[src/rtl/acia_pkg.sv]
// Shared types and register map for the ACIA transmit-only serial port.
package acia_pkg;

  typedef enum logic [1:0] {
    IDLE  = 2'd0,
    START = 2'd1,
    DATA  = 2'd2,
    STOP  = 2'd3
  } tx_state_t;

  // Register offsets inside the 4-byte window; offset 3 is reserved.
  localparam logic [1:0] ACIA_DATA   = 2'd0;
  localparam logic [1:0] ACIA_STATUS = 2'd1;
  localparam logic [1:0] ACIA_CTRL   = 2'd2;

  localparam int unsigned DATA_BITS = 8;

  typedef struct packed {
    logic       busy;
    logic       full;
    logic       empty;
    logic       overflow;
    logic [3:0] zero;
  } acia_status_t;

  typedef struct packed {
    logic irq_enable;
    logic tx_enable;
  } acia_ctrl_t;

endpackage

[src/rtl/acia_fifo.sv]
// Transmit FIFO: power-of-two depth, wrapping pointers, push accepted while
// full only when a pop happens in the same cycle.
module acia_fifo #(
  parameter int unsigned DEPTH = 4,
  parameter int unsigned WIDTH = 8
) (
  input  logic                     clk,
  input  logic                     reset,
  input  logic                     push,
  input  logic                     pop,
  input  logic [WIDTH-1:0]         wdata,
  output logic [WIDTH-1:0]         rdata,
  output logic                     full,
  output logic                     empty,
  output logic [$clog2(DEPTH):0]   count
);

  localparam int unsigned AW = $clog2(DEPTH);
  localparam int unsigned CW = AW + 1;

  logic [AW-1:0]    wptr_q;
  logic [AW-1:0]    rptr_q;
  logic [CW-1:0]    count_q;
  logic [WIDTH-1:0] mem_q [DEPTH];
  logic             push_ok;
  logic             pop_ok;

  assign empty   = (count_q == '0);
  assign full    = (count_q == CW'(DEPTH));
  assign pop_ok  = pop & ~empty;
  assign push_ok = push & (~full | pop_ok);
  assign rdata   = mem_q[rptr_q];
  assign count   = count_q;

  always_ff @(posedge clk or negedge reset) begin
    if (!reset) begin
      wptr_q  <= '0;
      rptr_q  <= '0;
      count_q <= '0;
    end else begin
      // NOTE: non-blocking assignments keep every register sampling pre-edge values.
      if (push_ok) wptr_q <= wptr_q + AW'(1);
      if (pop_ok)  rptr_q <= rptr_q + AW'(1);
      case ({push_ok, pop_ok})
        2'b10:   count_q <= count_q + CW'(1);
        2'b01:   count_q <= count_q - CW'(1);
        default: count_q <= count_q;
      endcase
    end
  end

  // NOTE: storage has no reset; count_q alone decides which entries are valid.
  always_ff @(posedge clk) begin
    if (push_ok) mem_q[wptr_q] <= wdata;
  end

endmodule

[src/rtl/acia_tx.sv]
// Memory-mapped 8N1 serial transmitter for the cpu6502 bus: DATA/STATUS/CTRL
// registers, transmit FIFO, registered tx line and level interrupt.
module acia_tx #(
  parameter logic [15:0] BASE_ADDR  = 16'h8000,
  parameter int unsigned CLK_DIV    = 16,
  parameter int unsigned FIFO_DEPTH = 4
) (
  input  logic        clk,
  input  logic        reset,
  input  logic [15:0] address_in,
  input  logic [7:0]  data_in,
  input  logic        READ_write,
  output logic [7:0]  data_out,
  output logic        hit,
  output logic        tx,
  output logic        irq
);

  import acia_pkg::*;

  localparam int unsigned CW        = $clog2(FIFO_DEPTH) + 1;
  localparam logic [15:0] BAUD_LAST = 16'(CLK_DIV - 1);
  localparam logic [2:0]  BIT_LAST  = 3'(DATA_BITS - 1);

  // Bus decode
  logic [15:0] offset;
  logic [1:0]  reg_sel;
  logic        wr_data;
  logic        wr_status;
  logic        wr_ctrl;

  assign offset    = address_in - BASE_ADDR;
  assign hit       = (offset[15:2] == 14'd0);
  assign reg_sel   = offset[1:0];
  assign wr_data   = hit & READ_write & (reg_sel == ACIA_DATA);
  assign wr_status = hit & READ_write & (reg_sel == ACIA_STATUS);
  assign wr_ctrl   = hit & READ_write & (reg_sel == ACIA_CTRL);

  // Registers and FIFO
  acia_ctrl_t   ctrl_q;
  acia_ctrl_t   ctrl_d;
  logic         overflow_q;
  logic         overflow_d;
  acia_status_t status;

  logic          fifo_pop;
  logic [7:0]    fifo_rdata;
  logic          fifo_full;
  logic          fifo_empty;
  logic [CW-1:0] fifo_count;
  logic          fifo_has_data;

  // Transmitter state
  tx_state_t   state_q;
  logic [15:0] baud_q;
  logic [2:0]  bit_q;
  logic [7:0]  shift_q;
  logic        tx_q;
  logic        baud_done;
  logic        busy;

  acia_fifo #(
    .DEPTH (FIFO_DEPTH),
    .WIDTH (8)
  ) u_fifo (
    .clk   (clk),
    .reset (reset),
    .push  (wr_data),
    .pop   (fifo_pop),
    .wdata (data_in),
    .rdata (fifo_rdata),
    .full  (fifo_full),
    .empty (fifo_empty),
    .count (fifo_count)
  );

  assign fifo_has_data = (fifo_count != '0);
  assign baud_done     = (baud_q == BAUD_LAST);
  assign busy          = (state_q != IDLE);

  // A new byte is taken either from idle or on the last clock of STOP, which
  // is what makes consecutive frames abut with no idle gap.
  assign fifo_pop = ctrl_q.tx_enable & fifo_has_data &
                    ((state_q == IDLE) | ((state_q == STOP) & baud_done));

  always_comb begin
    // NOTE: defaults first so no path leaves a variable unassigned (no latches).
    ctrl_d     = ctrl_q;
    overflow_d = overflow_q;
    if (wr_ctrl) ctrl_d = acia_ctrl_t'(data_in[1:0]);
    if (wr_status) begin
      overflow_d = 1'b0;
    end else if (wr_data & fifo_full & ~fifo_pop) begin
      overflow_d = 1'b1;
    end
  end

  always_ff @(posedge clk or negedge reset) begin
    if (!reset) begin
      ctrl_q     <= '0;
      overflow_q <= 1'b0;
    end else begin
      ctrl_q     <= ctrl_d;
      overflow_q <= overflow_d;
    end
  end

  assign status = {busy, fifo_full, fifo_empty, overflow_q, 4'b0000};

  always_comb begin
    data_out = 8'h00;
    if (hit) begin
      case (reg_sel)
        ACIA_STATUS: data_out = status;
        ACIA_CTRL:   data_out = {6'b000000, ctrl_q};
        default:     data_out = 8'h00;
      endcase
    end
  end

  assign irq = ctrl_q.irq_enable & fifo_empty & ~busy;

  // tx_q always holds the level of the bit currently on the line.
  always_ff @(posedge clk or negedge reset) begin
    if (!reset) begin
      state_q <= IDLE;
      baud_q  <= '0;
      bit_q   <= '0;
      shift_q <= '0;
      tx_q    <= 1'b1;
    end else begin
      case (state_q)
        IDLE: begin
          baud_q <= '0;
          if (fifo_pop) begin
            state_q <= START;
            shift_q <= fifo_rdata;
            tx_q    <= 1'b0;
          end
        end
        START: begin
          if (baud_done) begin
            state_q <= DATA;
            baud_q  <= '0;
            bit_q   <= '0;
            tx_q    <= shift_q[0];
          end else begin
            baud_q <= baud_q + 16'd1;
          end
        end
        DATA: begin
          if (baud_done) begin
            baud_q <= '0;
            if (bit_q == BIT_LAST) begin
              state_q <= STOP;
              tx_q    <= 1'b1;
            end else begin
              bit_q   <= bit_q + 3'd1;
              shift_q <= shift_q >> 1;
              tx_q    <= shift_q[1];
            end
          end else begin
            baud_q <= baud_q + 16'd1;
          end
        end
        STOP: begin
          if (baud_done) begin
            baud_q <= '0;
            if (fifo_pop) begin
              state_q <= START;
              shift_q <= fifo_rdata;
              tx_q    <= 1'b0;
            end else begin
              state_q <= IDLE;
            end
          end else begin
            baud_q <= baud_q + 16'd1;
          end
        end
      endcase
    end
  end

  assign tx = tx_q;

endmodule

[config.mk]
export PLATFORM = sky130hd
export DESIGN_NAME = acia_tx
export DESIGN_NICKNAME = d
export VERILOG_FILES = /design/src/rtl/acia_pkg.sv /design/src/rtl/acia_fifo.sv /design/src/rtl/acia_tx.sv
export SDC_FILE = /design/constraint.sdc
export NUM_CORES = 1
export LEC_CHECK = 0
export ABC_AREA = 1
export CELL_PAD_IN_SITES_DETAIL_PLACEMENT = 1
export CELL_PAD_IN_SITES_GLOBAL_PLACEMENT = 1
export CORE_UTILIZATION = 39
export DETAILED_ROUTE_END_ITERATION = 12
export PLACE_DENSITY_LB_ADDON = 0.15
export SLEW_MARGIN = 25
export SYNTH_ARGS = -nofsm -noshare
export SYNTH_HDL_FRONTEND = slang
export SYNTH_SLANG_ARGS = --single-unit
[constraint.sdc]
create_clock -name clk -period 2.3 [get_ports clk]
set_clock_uncertainty 0.1 [all_clocks]
set_input_delay 0.46 -clock clk [delete_from_list [all_inputs] [get_ports clk]]
set_output_delay 0.46 -clock clk [all_outputs]
set_load 0.01 [all_outputs]
# == Word-level counts from Yosys, hierarchy flattened ==
# Memory sizes are Yosys's and may differ from the RTL's.
# Index checks and enable logic that the tools add are counted.
# word_totals
regBits,40
ram_bits,32
input_bits,27
output_inout_bits,11
elab_cells,100
mem_count,1
# op_classes
add_sub_neg,7
n_eq_ne,16
n_mux,31
n_bitwise,19
n_reduce_logical,15
# mem_list
name,depth,width,rd,rd_ports_with_merged_regs,write_ports,line,source
u_fifo.mem_q,4,8,1,0,1,acia_fifo.sv:24,logic [WIDTH-1:0] mem_q [DEPTH];
# op_table
operator,n
two-way mux 8 bit,5
case mux 16 bit (2 select lines),1
case mux 8 bit (3 select lines),1
adder 16 x 1 -> 16 bit (second input constant),1
== test 16 x 4 -> 1 bit (second input constant),1
two-way mux 16 bit,1
case mux 8 bit (2 select lines),1
subtractor 16 bit (second input constant),1
zero test 14 bit,1
AND 1 bit,13
inequality test 2 bit (second input constant),6
case mux 3 bit (2 select lines),2
two-way mux 1 bit,10
two-way mux 2 bit,5
two-way mux 3 bit,3
== test 2 bit (second input constant),4
case mux 2 bit (4 select lines),1
AND reduction 4 bit,2
nonzero test 2 bit,4
adder 3 x 1 -> 3 bit (second input constant),2
== test 2 x 1 -> 1 bit (second input constant),3
== test 3 bit (second input constant),2
nonzero test 3 bit,2
AND reduction 5 bit,1
9 further kinds,15

# == Logic depth before layout (Yosys ltp) ==
# Gate-level depths: netlist of run 1.
# depth
depth_word,9
depth_mapped,12
mapped_depth_nobuf,12

# == Hierarchy ==
# From an unflattened synthesis of run 1, not the netlist that was laid out.
# unflattened
cells_unflattened,398
area_unflattened_um2,3708.6
# by_module_without_submodules
module,instances,cells_per_inst,area_per_inst_um2,seq_area_each_um2
acia_tx,1,264,2062.0,827.0
acia_fifo,1,134,1646.6,1136.1

# == Worst setup path before layout of run 1 ==
# Ideal clock, no wire load.
# synth_timing
path_kind,register -> register
start,register state_q[1]
end,memory u_fifo.mem_q[0][0] (enable)
setup_ps,371
arrival_ps,1750
t_required_ps,1829
setup_slack_ps,80
stages_incl_launch_ff,9
path_buffers,0
synth_period_minus_slack_ps,2220
path_cell_list,dfrtp_1 > inv_1 > ha_1 > inv_1 > a21oi_2 > nand2_4 > nand2_1 > nand2_1 > nor2_1
# synth_between
elab_chain_cells,9
word_cells_on_any_way,10
classes_between,eq/ne: 1; mux: 2; bitwise: 6; reduce/logical: 1
# synth_lines
item,line,source
"start, declared",acia_tx.sv:54,tx_state_t state_q;
"start signal, assigned",acia_tx.sv:126,state_q <= IDLE;
"start signal, assigned",acia_tx.sv:136,state_q <= START;
"start signal, assigned",acia_tx.sv:143,state_q <= DATA;
== test 2 bit,acia_tx.sv:84,((state_q == IDLE) | ((state_q == STOP) & baud_done));
AND 1 bit,acia_tx.sv:84,
OR 1 bit (*),acia_tx.sv:84,
AND 1 bit (*),acia_tx.sv:83,assign fifo_pop = ctrl_q.tx_enable & fifo_has_data &
AND 1 bit (*),acia_fifo.sv:30,assign pop_ok = pop & ~empty;
OR 1 bit (*),acia_fifo.sv:31,assign push_ok = push & (~full | pop_ok);
AND 1 bit (*),acia_fifo.sv:31,
two-way mux 1 bit (*),acia_fifo.sv:54,if (push_ok) mem_q[wptr_q] <= wdata;
two-way mux 1 bit (implied by the code) (*),acia_fifo.sv:54,
"end, declared",acia_fifo.sv:24,
# Mark *: on every way between the ends. The rest lies on a longest branch, timed or not.

# == Final worst setup path of run 1 ==
# layout_timing
start,input port address_in[0]
end,output port data_out[0]
# layout_between
elab_chain_cells,4
word_cells_on_any_way,6
classes_between,add/sub: 1; eq/ne: 2; mux: 2; reduce/logical: 1
# layout_lines
item,line,source
"start, declared",acia_tx.sv:10,"input logic [15:0] address_in,"
subtractor 16 bit (*),acia_tx.sv:32,assign offset = address_in - BASE_ADDR;
== test 2 bit or == test 2 x 1 -> 1 bit (tied branches),acia_tx.sv:113,case (reg_sel)
case mux 8 bit (2 select lines),acia_tx.sv:113,
two-way mux 8 bit (*),acia_tx.sv:112,if (hit) begin
"end, declared",acia_tx.sv:13,"output logic [7:0] data_out,"
# Marked as above.

==> flow_metrics.env, run 1 <==
export IMPL_cts_tree="done"
export IMPL_top_level_ports=38
export IMPL_crit_path_end_kind="output port"
export IMPL_vdd_ir_drop_worst_mv=0.384
export IMPL_tritoncts_num_sinks=72
export IMPL_cts_root_buffer_cell="clkbuf_8"
export IMPL_core_area_mm2=0.00928
export IMPL_yosys_area_top_type_share_pct=26.1
export IMPL_floorplan_initialDensity_pct=40.3
export IMPL_finalNonFillerCells=613
export IMPL_die_area_mm2=0.00998
export IMPL_drt_iter0_drc=76
export IMPL_first_global_vias=3142
export IMPL_grt_antenna_before_repair=0
export IMPL_post_place_cells=594
export IMPL_post_route_period_util_pct=97.3
export IMPL_grt_start_max_net_pins=41
export IMPL_grt_first_pass_wirelength_um=14900
export IMPL_final_net_count=522
export IMPL_timing_hold_worst_path_depth=2
export IMPL_ys_types=42
export IMPL_synth_sequential_area_ratio_pct=52.5
export IMPL_gr_usage_all_layers_pct=19.2
export IMPL_htree_levels=3
export IMPL_setup_tns_ps=0
export IMPL_clk_pin_slew_worst_paths_ps=80
export IMPL_max_slew_violation_count=0
export IMPL_die_width_um=99.9
export IMPL_worstRegToRegCells=9
export IMPL_cap_violations=0
export IMPL_gp_congestion=0.819
export IMPL_syn_area_mm2=0.00374
export IMPL_finalWorstPathRequiredPeriod_ps=2240
export IMPL_min_delay_path_class="flip-flop to flip-flop"
export IMPL_cp_start_kind="input port"
export IMPL_setup_violations_final=0
export IMPL_insertedDiodeCount=0
export IMPL_synth_top_cells_by_area="dfrtp_1, edfxtp_1, nand2_1, nor2_1, ha_1"
export IMPL_detail_route_first_pass_iterations=4
export IMPL_run_status="completed"
export IMPL_critical_path_arrival_ps=1680
export IMPL_synth_avg_cell_area_um2=9.10
export IMPL_clock_fmax_ghz=0.447
export IMPL_synth_warnings=0
export IMPL_synthesis_instances=411
export IMPL_clk_path_buf_depth=2
export IMPL_areaGrowthSynthToFinish_pct=25.6
export IMPL_floorplan_die_height_um=99.9
export IMPL_finalPower_mw=3.68
export IMPL_timing_worst_slew_pin_value_ps=584
export IMPL_power_density_mw_per_mm2=783
export IMPL_finalWirelength_um=8740
export IMPL_critical_path_max_fanout=3
export IMPL_critPathKind="input port to output port"
export IMPL_portBuffers=35
export IMPL_route_detailed_wl_per_inst_um=14.3
export IMPL_finalHoldViolCount=0
export IMPL_place_hpwl_um=6450
export IMPL_p_leak_nw=2.10
export IMPL_relSlewSlack_pct=61.1
export IMPL_cp_data_required_time_ps=1740
export IMPL_route_detailed_vias_per_inst=4.83
export IMPL_vias=2959
export IMPL_globalRouteOverflowTotal=0
export IMPL_synth_ff_latch_count=72
export IMPL_cts_buffers_inserted=9
export IMPL_drtAntennaViolNets=0
export IMPL_synth_largest_area_cell="dfrtp_1"
export IMPL_row_count=35
export IMPL_drive_above_1_share_pct=20.5
export IMPL_drc=0
export IMPL_layout_core_utilization_pct=50.6
export IMPL_clk_latency_ps=360
export IMPL_fillerInstances=1096
placed cells by master, fill, tap and decap left out, types with 3 or more instances in the layout:
master	instances
a21oi_1	11
buf_2	7
buf_4	29
clkbuf_8	9
clkdlybuf4s50_1	21
dfrtp_1	39
dlymetal6s2s_1	5
edfxtp_1	32
ha_1	13
inv_1	34
inv_2	3
inv_6	3
nand2_1	94
nand2_2	7
nand2_4	4
nand3_1	27
nand4_1	4
nor2_1	55
nor2_2	7
nor3_1	7
nor4_1	3
o21ai_0	15
o21ai_2	6
xnor2_1	3
xor2_1	8
worst paths after layout:
check | startpoint | endpoint | slack (ps)
setup / recovery | address_in[0] | data_out[0] | 60
hold / removal | shift_q[0]$_DFFE_PN0P_ | shift_q[0]$_DFFE_PN0P_ | 380
setup reg to reg | baud_q[0]$_DFF_PN0_ | u_fifo.count[1]$_DFFE_PN0P_ | 120
hold reg to reg | shift_q[0]$_DFFE_PN0P_ | shift_q[0]$_DFFE_PN0P_ | 380
max in group asynchronous | reset | tx$_DFFE_PN1P_ | 1310
min in group asynchronous | reset | baud_q[9]$_DFF_PN0_ | 500
flip-flops by register name, summed over array words and instances (netlist names):
signal	flops
tx	1
bit_q	3
u_fifo.wptr_q	2
state_q	2
overflow_q	1
u_fifo.mem_q	32
shift_q	8
u_fifo.count	3
baud_q	16
u_fifo.rptr_q	2
ctrl_q	2
metal layers:
layer / share of wire, % / vias up / track usage [%] / wire length, um
met5: 0 / - / 0 / 0
met4: 0.80 / 0 / 4.75 / 70
met3: 3.6 / 5 / 4.32 / 318
met2: 50 / 49 / 33.3 / 4380
met1: 45 / 1432 / 24.3 / 3970
li1: - / 1473 / - / -
kinds of logic after synthesis:
kind of cell / count (synthesis) / synth area share [%]
compound gates: 41 / 6.69
xor+xnor: 11 / 2.58
fa+ha+maj: 16 / 5.56
buf+inv: 49 / 5.39
flops: 72 / 52.5
mux: 2 / 0.602
other cells: 1 / 0.100
simple gates: 219 / 26.6
layout make-up:
cell class	instances	area, um^2	area share (%)
clock buffer	9	124	2.64
clock inverter	7	82.6	1.76
inverter	38	143	3.04
multi-input combinational	291	1640	34.9
sequential	72	1960	41.8
tap	129	161	3.44
timing repair buffer	67	582	12.4
critical path: stages:
cell	delay (ps)
clkdlybuf4s50_1	500
inv_1	70
buf_4	130
ha_1	220
nand3_1	120
nor2_1	60
buf_2	130
stage by stage:
step / worst slack [ps] / hold WS, ps / cell area [um^2]
after floorplan: 79.5 / 64.4 / 3740
after global placement: -383 / 350 / 4420
after detailed placement: -450 / 355 / 4420
after CTS: 16.7 / 384 / 4640
after global routing: -8.67 / 391 / 4700
final: 61.0 / 380 / 4700
where the power goes:
group | total [mW] | internal [mW] | switching (mW)
registers | 1.57 | 1.48 | 0.0888
logic | 1.03 | 0.417 | 0.612
clock network | 1.08 | 0.520 | 0.562
total | 3.68 | 2.42 | 1.26
synthesized netlist by cell type, drive strengths merged:
cell / number
nand2: 106
nor2: 64
dfrtp: 39
inv: 37
edfxtp: 32
nand3: 29
o21ai: 22
ha: 15
a21oi: 12
nor3: 10
xor2: 8
buf: 6
clkbuf: 5
nand4: 4
nor4: 3
xnor2: 3
mux2: 2
o21bai: 2
or2: 2
a22oi: 1
clkinv: 1
conb: 1
dfstp: 1
fa: 1
nor3b: 1
o211ai: 1
o21a: 1
o31ai: 1
o32ai: 1
timing repair:
item | 4_1_cts | 5_1_grt
gates resized for setup | 36 | 19
gates cloned | 0 | 0
hold endpoints to repair | 39 | 0
pin swaps | 2 | 6
hold buffers | 1 | 0
buffers inserted | 1 | 1
endpoints found under the setup margin | 9 | 42
Note: power is estimated with default switching activity, not from simulation.
==> inputs of run 2 (changes only) <==
==> constraint.sdc (replaced) <==
create_clock -name clk -period 1.9 [get_ports clk]
set_clock_uncertainty 0.1 [all_clocks]
set_input_delay 0.38 -clock clk [delete_from_list [all_inputs] [get_ports clk]]
set_output_delay 0.38 -clock clk [all_outputs]
set_load 0.05 [all_outputs]
==> flow_metrics.env, run 2 (synthesis results as in run 1) <==
export IMPL_run_status="finished with violations"
export IMPL_violations="setup timing"
export IMPL_cp_start_kind="flip-flop"
export IMPL_r2r_slack_ps=-70
export IMPL_vdd_ir_drop_worst_mv=0.476
export IMPL_detail_route_first_pass_iterations=4
export IMPL_crit_path_end_kind="output port"
export IMPL_globalRouteOverflowTotal=0
export IMPL_setup_slack_ps=-82.4
export IMPL_post_route_period_util_pct=104
export IMPL_areaGrowthSynthToFinish_pct=43.2
export IMPL_worst_hold_slack_ps=389
export IMPL_critical_path_arrival_ps=1500
export IMPL_clk_path_buf_depth=2
export IMPL_cts_buffers_inserted=9
export IMPL_tritoncts_num_sinks=72
export IMPL_gp_congestion=0.773
export IMPL_top_level_ports=38
export IMPL_core_area_mm2=0.00928
export IMPL_critPathKind="flip-flop to output port"
export IMPL_p_leak_nw=2.28
export IMPL_layout_commonest_cell="nand2_1"
export IMPL_critical_path_max_fanout=5
export IMPL_cts_tree="done"
export IMPL_finalWorstPathRequiredPeriod_ps=1980
export IMPL_vias=3107
export IMPL_cts_root_buffer_cell="clkbuf_8"
export IMPL_floorplan_die_height_um=99.9
export IMPL_first_global_vias=3434
export IMPL_largest_register_ffs=32
export IMPL_drc=0
export IMPL_timing_worst_slew_pin_value_ps=614
export IMPL_layout_common_cells="nand2_1, buf_4, nor2_1"
export IMPL_grt_start_max_net_pins=41
export IMPL_portBuffers=35
export IMPL_drive_above_1_share_pct=36.0
export IMPL_setup_violations_final=4
export IMPL_drtAntennaViolNets=0
export IMPL_gr_usage_all_layers_pct=22.0
export IMPL_place_hpwl_um=6840
export IMPL_insertedDiodeCount=0
export IMPL_min_delay_path_class="flip-flop to flip-flop"
export IMPL_cp_data_required_time_ps=1420
export IMPL_worstRegToRegCells=8
export IMPL_registers_with_the_most_flip_flops="u_fifo.mem_q (32), baud_q (16), shift_q (8)"
export IMPL_power_density_mw_per_mm2=913
export IMPL_largest_register="u_fifo.mem_q"
export IMPL_grt_antenna_before_repair=0
export IMPL_cap_violations=0
export IMPL_clk_pin_slew_worst_paths_ps=80
export IMPL_route_detailed_wl_per_inst_um=15.7
export IMPL_timing_hold_worst_path_depth=2
export IMPL_relSlewSlack_pct=59.1
export IMPL_worstReg2RegStart="state_q[1]$_DFFE_PN0P_"
export IMPL_htree_levels=3
export IMPL_row_count=35
export IMPL_holdPathEnd="shift_q[0]$_DFFE_PN0P_"
export IMPL_die_area_mm2=0.00998
export IMPL_drt_iter0_drc=99
export IMPL_max_slew_violation_count=0
export IMPL_final_net_count=555
export IMPL_rsz_0062_raised_after_global_routing="true"
export IMPL_clock_fmax_ghz=0.504
export IMPL_die_width_um=99.9
export IMPL_placement_cell_area_mm2=0.00483
export IMPL_grt_first_pass_wirelength_um=16600
export IMPL_finalHoldViolCount=0
export IMPL_worstReg2RegEnd="u_fifo.count[1]$_DFFE_PN0P_"
export IMPL_floorplan_initialDensity_pct=40.3
export IMPL_final_cell_area_mm2=0.00535
export IMPL_clk_latency_ps=360
export IMPL_finalWirelength_um=10100
export IMPL_route_detailed_vias_per_inst=4.81
export IMPL_min_from="shift_q[0]$_DFFE_PN0P_"
export IMPL_dp_worst_setup_slack_ps=-460
run 2: worst max path at each step:
stage | from | endpoint | cells past startpoint | slack [ps]
floorplan | address_in[11] | data_out[0] | 5 | 1
global placement | address_in[9] | u_fifo.mem_q[3][4]$_DFFE_PP_ | 8 | -410
detailed placement | address_in[11] | u_fifo.mem_q[2][4]$_DFFE_PP_ | 8 | -460
CTS | state_q[1]$_DFFE_PN0P_ | data_out[7] | 6 | -90
global route | state_q[1]$_DFFE_PN0P_ | data_out[7] | 6 | -150
finish | state_q[1]$_DFFE_PN0P_ | data_out[7] | 6 | -80
run 2: worst max-delay path: stages, from the launching register on:
cell and delay (ps):
dfrtp_1 410, inv_2 70, ha_4 180, buf_12 130
buf_12 130, nor2_4 90, buf_12 140
run 2: per-stage QoR:
step	util (%)	std cells	setup TNS [ps]	total power, mW
floorplan	-	412	0	2.85
global placement	52.1	618	-16620	3.35
detailed placement	52.1	618	-19620	3.41
CTS	56.6	645	-341	4.92
global route	57.7	646	-2950	5.17
finish	57.7	646	-253	4.89
run 2: metal layers:
layer | global-route usage [%] | routed length, um
met1 | 27.2 | 4420
met2 | 38.8 | 5250
met3 | 3.41 | 349
met4 | 7.92 | 123
met5 | 0 | 0
run 2: layout make-up:
cell class	count	area (um^2)
Multi-Input combinational cell	291	1900
Tap cell	129	161
Clock inverter	7	83.8
Sequential cell	72	1960
Timing Repair Buffer	100	970
Inverter	38	149
Fill cell	1084	3930
Clock buffer	9	124
run 2: timing repair:
item                                    CTS  global route
endpoints found under the setup margin   51            55
pin swaps                                25            13
hold buffers                              1             0
cloned                                    0             0
endpoints found under the hold margin     8             0
setup buffers                            11             2
gates resized for setup                  86            30
run 2: power by group:
group          leakage, nW  switching, mW  total [mW]  internal (mW)
sequential           0.809          0.121        1.91           1.79
clock                0.103          0.689        1.32          0.635
combinational         1.37          0.885        1.65          0.767
==> inputs of run 3 (changes only) <==
CAP_MARGIN = 20   (was unset)
==> results of run 3 <==
The final DEF is identical to that of run 2; final timing and power are the same.
